[config.mk]
export PLATFORM = sky130hd
export DESIGN_NAME = resp_packer_flat
export DESIGN_NICKNAME = d
export VERILOG_FILES = /design/src/rtl/resp_packer_if.sv /design/src/rtl/resp_packer.sv /design/src/flat_wrapper.sv
export SDC_FILE = /design/constraint.sdc
export NUM_CORES = 1
export LEC_CHECK = 0
export CAP_MARGIN = 0
export CORE_MARGIN = 8
export CORE_UTILIZATION = 45
export CTS_CLUSTER_SIZE = 12
export DETAILED_ROUTE_END_ITERATION = 8
export PLACE_DENSITY = 0.73
export SLEW_MARGIN = 20
export SYNTH_ARGS = -nofsm -noshare
export SYNTH_HDL_FRONTEND = slang
export SYNTH_SLANG_ARGS = --single-unit
[constraint.sdc]
create_clock -name CLK -period 6 [get_ports CLK]
set_input_delay 0.6 -clock CLK [delete_from_list [all_inputs] [get_ports CLK]]
set_output_delay 0.6 -clock CLK [all_outputs]
set_load 0.01 [all_outputs]
[src/rtl/resp_packer_if.sv]
// Signal bundle between the response packer, its ALU/register-file sources and the
// async-FIFO write side.
interface resp_packer_if;
  logic [15:0] ALU_OUT;
  logic        ALU_OUT_Valid;
  logic [7:0]  RdData;
  logic        RdData_Valid;
  logic        FIFO_FULL;
  logic        OVR_CLR;
  logic [7:0]  FIFO_WrData;
  logic        FIFO_WrInc;
  logic        BUSY;
  logic        OVERRUN;
  logic [7:0]  DROP_CNT;

  // master: the sources and FIFO surrounding the packer
  modport master (
    output ALU_OUT, ALU_OUT_Valid, RdData, RdData_Valid, FIFO_FULL, OVR_CLR,
    input  FIFO_WrData, FIFO_WrInc, BUSY, OVERRUN, DROP_CNT
  );

  // slave: the packer itself
  modport slave (
    input  ALU_OUT, ALU_OUT_Valid, RdData, RdData_Valid, FIFO_FULL, OVR_CLR,
    output FIFO_WrData, FIFO_WrInc, BUSY, OVERRUN, DROP_CNT
  );
endinterface

[src/rtl/resp_packer.sv]
// Packs ALU results and register reads into header/data/XOR-checksum byte frames
// written one byte per cycle into a FIFO; responses arriving while busy are dropped and counted.
module resp_packer #(
  parameter logic [7:0] HDR_ALU = 8'hA5,
  parameter logic [7:0] HDR_RD  = 8'h5A,
  parameter bit         CHK_EN  = 1'b1
) (
  input  logic         CLK,
  input  logic         RST,
  resp_packer_if.slave bus
);

  typedef enum logic [2:0] {
    IDLE = 3'd0,
    HDR  = 3'd1,
    B0   = 3'd2,
    B1   = 3'd3,
    CHK  = 3'd4
  } state_t;

  state_t      state_reg;
  state_t      state_next;
  logic [15:0] data_reg;
  logic        is_alu_reg;
  logic [7:0]  chk_reg;
  logic        overrun_reg;
  logic [7:0]  drop_cnt_reg;

  logic        busy;
  logic        wr_inc;
  logic [7:0]  cur_byte;
  logic        accept;
  logic        drop_alu;
  logic        drop_rd;
  logic [1:0]  drop_num;
  logic [7:0]  cnt_base;
  logic [8:0]  cnt_sum;

  assign busy   = (state_reg != IDLE);
  assign wr_inc = busy & ~bus.FIFO_FULL;
  assign accept = ~busy & (bus.ALU_OUT_Valid | bus.RdData_Valid);

  // In IDLE the ALU response has priority, so a coincident read is lost.
  assign drop_alu = busy & bus.ALU_OUT_Valid;
  assign drop_rd  = bus.RdData_Valid & (busy | bus.ALU_OUT_Valid);
  assign drop_num = {1'b0, drop_alu} + {1'b0, drop_rd};
  assign cnt_base = bus.OVR_CLR ? 8'h00 : drop_cnt_reg;
  assign cnt_sum  = {1'b0, cnt_base} + {7'b0, drop_num};

  always_comb begin
    cur_byte   = 8'h00;
    state_next = IDLE;
    case (state_reg)
      HDR: begin
        cur_byte   = is_alu_reg ? HDR_ALU : HDR_RD;
        state_next = B0;
      end
      B0: begin
        cur_byte = data_reg[7:0];
        if (is_alu_reg)
          state_next = B1;
        else
          state_next = CHK_EN ? CHK : IDLE;
      end
      B1: begin
        cur_byte   = data_reg[15:8];
        state_next = CHK_EN ? CHK : IDLE;
      end
      CHK: begin
        cur_byte   = chk_reg;
        state_next = IDLE;
      end
      default: begin
        cur_byte   = 8'h00;
        state_next = IDLE;
      end
    endcase
  end

  assign bus.FIFO_WrInc  = wr_inc;
  assign bus.FIFO_WrData = wr_inc ? cur_byte : 8'h00;
  assign bus.BUSY        = busy;
  assign bus.OVERRUN     = overrun_reg;
  assign bus.DROP_CNT    = drop_cnt_reg;

  always_ff @(posedge CLK) begin
    if (RST) begin
      state_reg    <= IDLE;
      data_reg     <= 16'h0000;
      is_alu_reg   <= 1'b0;
      chk_reg      <= 8'h00;
      overrun_reg  <= 1'b0;
      drop_cnt_reg <= 8'h00;
    end else begin
      if (!busy) begin
        if (accept) begin
          state_reg  <= HDR;
          is_alu_reg <= bus.ALU_OUT_Valid;
          data_reg   <= bus.ALU_OUT_Valid ? bus.ALU_OUT : {8'h00, bus.RdData};
          chk_reg    <= 8'h00;
        end
      end else if (wr_inc) begin
        // Checksum only folds in bytes that actually reach the FIFO.
        chk_reg   <= chk_reg ^ cur_byte;
        state_reg <= state_next;
      end

      // A drop in the same cycle as a clear survives the clear.
      overrun_reg  <= (overrun_reg & ~bus.OVR_CLR) | (drop_num != 2'd0);
      drop_cnt_reg <= cnt_sum[8] ? 8'hFF : cnt_sum[7:0];
    end
  end

endmodule

[src/flat_wrapper.sv]
// flat-port wrapper written by rule: the top's interface ports become plain ports
module resp_packer_flat 
#(
  parameter logic [7:0] HDR_ALU = 8'hA5,
  parameter logic [7:0] HDR_RD  = 8'h5A,
  parameter bit         CHK_EN  = 1'b1
)
  (CLK, RST, bus_ALU_OUT, bus_ALU_OUT_Valid, bus_RdData, bus_RdData_Valid, bus_FIFO_FULL, bus_OVR_CLR, bus_FIFO_WrData, bus_FIFO_WrInc, bus_BUSY, bus_OVERRUN, bus_DROP_CNT);
  resp_packer_if bus_i ();
  input  logic CLK;
  input  logic RST;
  input wire logic [$bits(bus_i.ALU_OUT)-1:0] bus_ALU_OUT;
  input wire logic [$bits(bus_i.ALU_OUT_Valid)-1:0] bus_ALU_OUT_Valid;
  input wire logic [$bits(bus_i.RdData)-1:0] bus_RdData;
  input wire logic [$bits(bus_i.RdData_Valid)-1:0] bus_RdData_Valid;
  input wire logic [$bits(bus_i.FIFO_FULL)-1:0] bus_FIFO_FULL;
  input wire logic [$bits(bus_i.OVR_CLR)-1:0] bus_OVR_CLR;
  output wire logic [$bits(bus_i.FIFO_WrData)-1:0] bus_FIFO_WrData;
  output wire logic [$bits(bus_i.FIFO_WrInc)-1:0] bus_FIFO_WrInc;
  output wire logic [$bits(bus_i.BUSY)-1:0] bus_BUSY;
  output wire logic [$bits(bus_i.OVERRUN)-1:0] bus_OVERRUN;
  output wire logic [$bits(bus_i.DROP_CNT)-1:0] bus_DROP_CNT;
  assign bus_i.ALU_OUT = bus_ALU_OUT;
  assign bus_i.ALU_OUT_Valid = bus_ALU_OUT_Valid;
  assign bus_i.RdData = bus_RdData;
  assign bus_i.RdData_Valid = bus_RdData_Valid;
  assign bus_i.FIFO_FULL = bus_FIFO_FULL;
  assign bus_i.OVR_CLR = bus_OVR_CLR;
  assign bus_FIFO_WrData = bus_i.FIFO_WrData;
  assign bus_FIFO_WrInc = bus_i.FIFO_WrInc;
  assign bus_BUSY = bus_i.BUSY;
  assign bus_OVERRUN = bus_i.OVERRUN;
  assign bus_DROP_CNT = bus_i.DROP_CNT;
  resp_packer #(.HDR_ALU(HDR_ALU), .HDR_RD(HDR_RD), .CHK_EN(CHK_EN)) u_core (.CLK(CLK), .RST(RST), .bus(bus_i));
endmodule
Yosys cells after proc, flatten, opt, wreduce, memory -nomap -nowiden
Index checks and enable logic that the tools add are counted.
W data, S select, Z words.

word-level totals
  word-level logic and storage cells = 44
  input bits = 30
  register bits = 37
  output and inout port bits = 19

operators by class
  eq/ne operators = 5
  bitwise gates (word level) = 12
  muxes and demuxes = 14
  reduce and logical (&&, ||, !) cells = 5
  add/sub/neg operators = 2

operators by type and width
  operator              number
  $mux W8               7
  $pmux W8 S4           1
  $mux W16              1
  $mux W3               4
  $add A8 B2 Y9         1
  $pmux W3 S3           1
  $xor A8 B8 Y8         1
  $eq A3 B2 Y1 const B  2
  $and A1 B1 Y1         5
  $reduce_and A2 Y1     2
  $reduce_bool A2 Y1    2
  $eq A3 B1 Y1 const B  1
  $eq A3 B3 Y1 const B  1
  $not A1 Y1            3
  $or A1 B1 Y1          3
  $reduce_bool A3 Y1    1
  $add A1 B1 Y2         1
  $ne A2 B2 Y1 const B  1

Logic depth before layout (Yosys ltp)
  word-level depth = 6
  depth in mapped cells = 12
  depth with buffers taken out = 11

Least setup slack after synthesis
OpenSTA, ideal clock, no wires.

  path type = input-to-reg
  start = input bus_ALU_OUT_Valid
  end = register u_core.drop_cnt_reg[4] (netlist: u_core.bus.DROP_CNT[4])
  library setup time = 65 ps
  path slack = 3075 ps
  stages on the path = 9
  path buffers = 1
  arrival = 2860 ps
  data required time = 5935 ps
  cell sequence = clkbuf_1 o21ai_0 ha_1 ha_1 inv_1 fa_1 or4_4 o21a_1 nor2_1

between the ends
  cells in the longest elaborated chain, start to end = 5
  elaborated cells on any way between the ends = 6
  those cells by class = 2 x add/sub; 1 x mux; 3 x bitwise

ends and longest elaborated chain
  element               line                text
  start, declared       flat_wrapper.sv:13  input wire logic [$bits(bus_i.ALU_OUT_Valid)-1:0] bus_ALU_OUT_Valid;
  $or A1 B1 Y1          resp_packer.sv:45   assign drop_rd = bus.RdData_Valid & (busy | bus.ALU_OUT_Valid);
  $and A1 B1 Y1         resp_packer.sv:45
  $add A1 B1 Y2 (*)     resp_packer.sv:46   assign drop_num = {1'b0, drop_alu} + {1'b0, drop_rd};
  $add A8 B2 Y9 (*)     resp_packer.sv:48   assign cnt_sum = {1'b0, cnt_base} + {7'b0, drop_num};
  $mux W8 (*)           resp_packer.sv:110  drop_cnt_reg <= cnt_sum[8] ? 8'hFF : cnt_sum[7:0];
  end signal, assigned  resp_packer.sv:110
  end, declared         resp_packer.sv:27   logic [7:0] drop_cnt_reg;

Every way passes the cells marked *; elsewhere a longest branch is shown, timed or not.
A chain may end at the register's enable or synchronous reset.

Worst setup path after layout
Same ends and word-level chain as after synthesis.

==> results.txt <==
First-pass DRT Iterations: 4
Final worst slack: 2.79 ns
Syn Nets: 276
Number of synthesized register bits: 37
Post-DP HPWL: 3690 µm
Die W: 84.0 µm
Tot Pwr: 630 µW
CTS buffer count: 5
Crit start category: input pin
Final Slew Violations: 0
Worst r2r path cells: 10
Dpl cells: 325
RSZ-0062 raised after global routing: false
Power per cell area: 237 mW/mm²
Crit end category: register
Cells after Synth: 241
Global-route wire length before repair: 8670 µm
Post-route ant nets: 0
H-Tree Depth: 2
FILL cells: 401
Post-synth ARST share: 0%
Fin Clk Skew: 0.00605 ns
Largest net degree at the start of global routing: 23
Post-Syn Area: 0.00208 mm²
Number of DRC markers in iteration 0: 91
Max-cap violation count: 0
Critical path's slowest cell: clkdlybuf4s50_1
Ys flop type: dfxtp_1
Cell Int Power: 463 µW
Utilization after layout: 60.2%
Warnings, synthesis: 0
Grt ovf: 0
Initial antenna violation count: 0
R2R Setup Slk: 3.02 ns
Worst vdd ir: 0.115 mV
# setup viols final: 0
Max incr delay on CP: 0.83 ns
Avg Synthesized Cell Area: 8.64 µm²
Core ar.: 0.00441 mm²
Number of enable flip-flop cells after synthesis: 0
Setup tns final: 0 ns
Commonest non-fill, non-tap cell in the layout: clkdlybuf4s50_1
Starting Density: 47.2%
Site Rows: 24
Clk Tree Root Cell: clkbuf_8
Max frequency: 312 MHz
CTS Sinks: 37
Share of post-route cells with drive strength above 1: 8.19%
DR vias/cell: 5.59
Wirelength per Cell: 15.1 µm
Hold_ws: 0.484 ns
Status: finished, final reports clean
Period minus WS final: 3.21 ns
Post-place setup slack: 2.46 ns
Commonest non-fill, non-tap cells in the layout: clkdlybuf4s50_1 (48), dfxtp_1 (37), nand2_1 (21)
Die area: 0.00706 mm²
Final hold violations: 0
Post-CTS setup buffers: 0
Dpl cell area: 0.00254 mm²
Sequential Power Share: 45.0%
Top cell by count, worst path: ha_1
Ant. Diodes: 0
Final non-filler cell total: 333
Routability Congestion: 0.832
Switching pwr: 167 µW
Clock Power Share: 35.3%
Req. time, crit path: 6.22 ns
Seq/Total Area, Yosys: 35.6%
Switching share of power: 26.5%
Clk_lat worst skew: 0.29 ns
Die Span Y: 84.0 µm
Worst Setup SP: bus_ALU_OUT_Valid
Max clock buf depth: 2
Layout area overhead: 27.6%
P_leak: 0.955 nW
Post-route cell area: 0.00266 mm²
Num ports: 49
Total Routed Length: 5030 µm
Hold-fix buffers, CTS: 0
Slew headroom: 36.0%
Worst-Margin Slew: 0.960 ns
RR Endpoint: u_core.bus.DROP_CNT[4]
Nets: 315
Vias in the first global route: 1794
Largest register FFs: 16
Worst Path Arrival: 3.43 ns
Tcrit/Tclk final: 53.5%
WS Path Type: input pin to register
Via count: 1861
Comb pwr share: 19.7%
Total global-route track usage: 14.6%
Worst min path class: register to register
CTS tree: done
Drt drc: 0
FF-to-FF Start: u_core.state_reg[1]
Worst-path cell chain: clkdlybuf4s50_1 -> o21ai_0 -> ha_1 -> ha_1 -> inv_1 -> fa_1 -> or4_4 -> o21a_1 -> nor2_1
Critical path fanouts, max: 12
Netlist cell types: 47
Resized Gates After CTS: 0
CTS clk-pin slew, worst paths: 0.07 ns
IO Port Bufs: 48
Worst setup endpoint: u_core.bus.DROP_CNT[4]
==> power by group through the flow <==
stage	logic [mW]	registers, mW	clock network [mW]
after floorplan	0.0863	0.281	0
after global placement	0.123	0.288	0
after detailed placement	0.124	0.288	0
after CTS	0.125	0.283	0.227
after global routing	0.139	0.286	0.234
final	0.124	0.283	0.223
==> worst min path at each step <==
stage | from | endpoint | cells past startpoint
after CTS | u_core.chk_reg[5] | u_core.chk_reg[5] | 2
after detailed placement | u_core.data_reg[8] | u_core.data_reg[8] | 1
after global routing | u_core.data_reg[10] | u_core.data_reg[10] | 1
after floorplan | u_core.chk_reg[5] | u_core.chk_reg[5] | 2
final | u_core.chk_reg[5] | u_core.chk_reg[5] | 2
after global placement | u_core.chk_reg[5] | u_core.chk_reg[5] | 2
==> layout make-up <==
cell class | instances | area (µm²) | area share, %
clock buffers | 7 | 86.3 | 3.25
multi-input cells | 176 | 1210 | 45.5
clock inverters | 1 | 30.0 | 1.13
flip-flops and latches | 37 | 741 | 27.9
repair buffers | 48 | 480 | 18.1
inverters | 12 | 45.0 | 1.70
well taps | 52 | 65.1 | 2.45
==> synth_stat cells, types with 2 or more instances <==
library cell	instances	share of area (%)
a32oi_1	5	2.1
nand2b_1	9	2.7
a22o_1	8	3.4
a31oi_1	7	2.1
mux2_2	4	2.2
nor2b_1	6	1.8
a21oi_1	19	4.6
nand2_1	21	3.8
nand3b_1	3	1.1
buf_4	2	0.72
a21o_1	7	2.5
nor3b_4	2	1.8
a211oi_1	10	3.6
nand3_1	8	1.9
dfxtp_1	37	36
a21oi_2	2	0.84
or2_1	2	0.60
a221o_1	3	1.4
o21ai_0	4	0.96
inv_2	2	0.36
buf_2	4	0.96
nor2_1	16	2.9
o21ai_1	3	0.72
nand4b_1	3	1.3
clkbuf_1	8	1.4
nor3_1	2	0.48
inv_1	10	1.8
ha_1	4	2.4
or3_1	2	0.60
buf_6	2	1.1
mux2i_1	10	4.8
==> layer usage <==
layer,up-vias,global-route usage [%],part of all wire [%]
li1,948,-,-
met1,848,19.4,50
met2,58,20.8,42
met3,7,5.08,6.7
met4,0,5.65,1.4
met5,-,0,0
==> critical path, delay by kind of cell <==
kind                       cells  cell delay [ns]
adders and majority gates      3             0.92
buffers and inverters          2             0.88
and+or+nand+nor                2             0.67
AOI/OAI and AO/OA              2             0.36
==> kinds of logic after synthesis <==
group	Yosys count	synth area share (%)
simple gates	85	23.8
flops	37	35.6
compound gates	71	23.5
mux	14	6.97
buf+inv	28	6.37
xor+xnor	1	0.421
fa+ha+maj	5	3.37
Note: power is estimated with default switching activity, not from simulation.
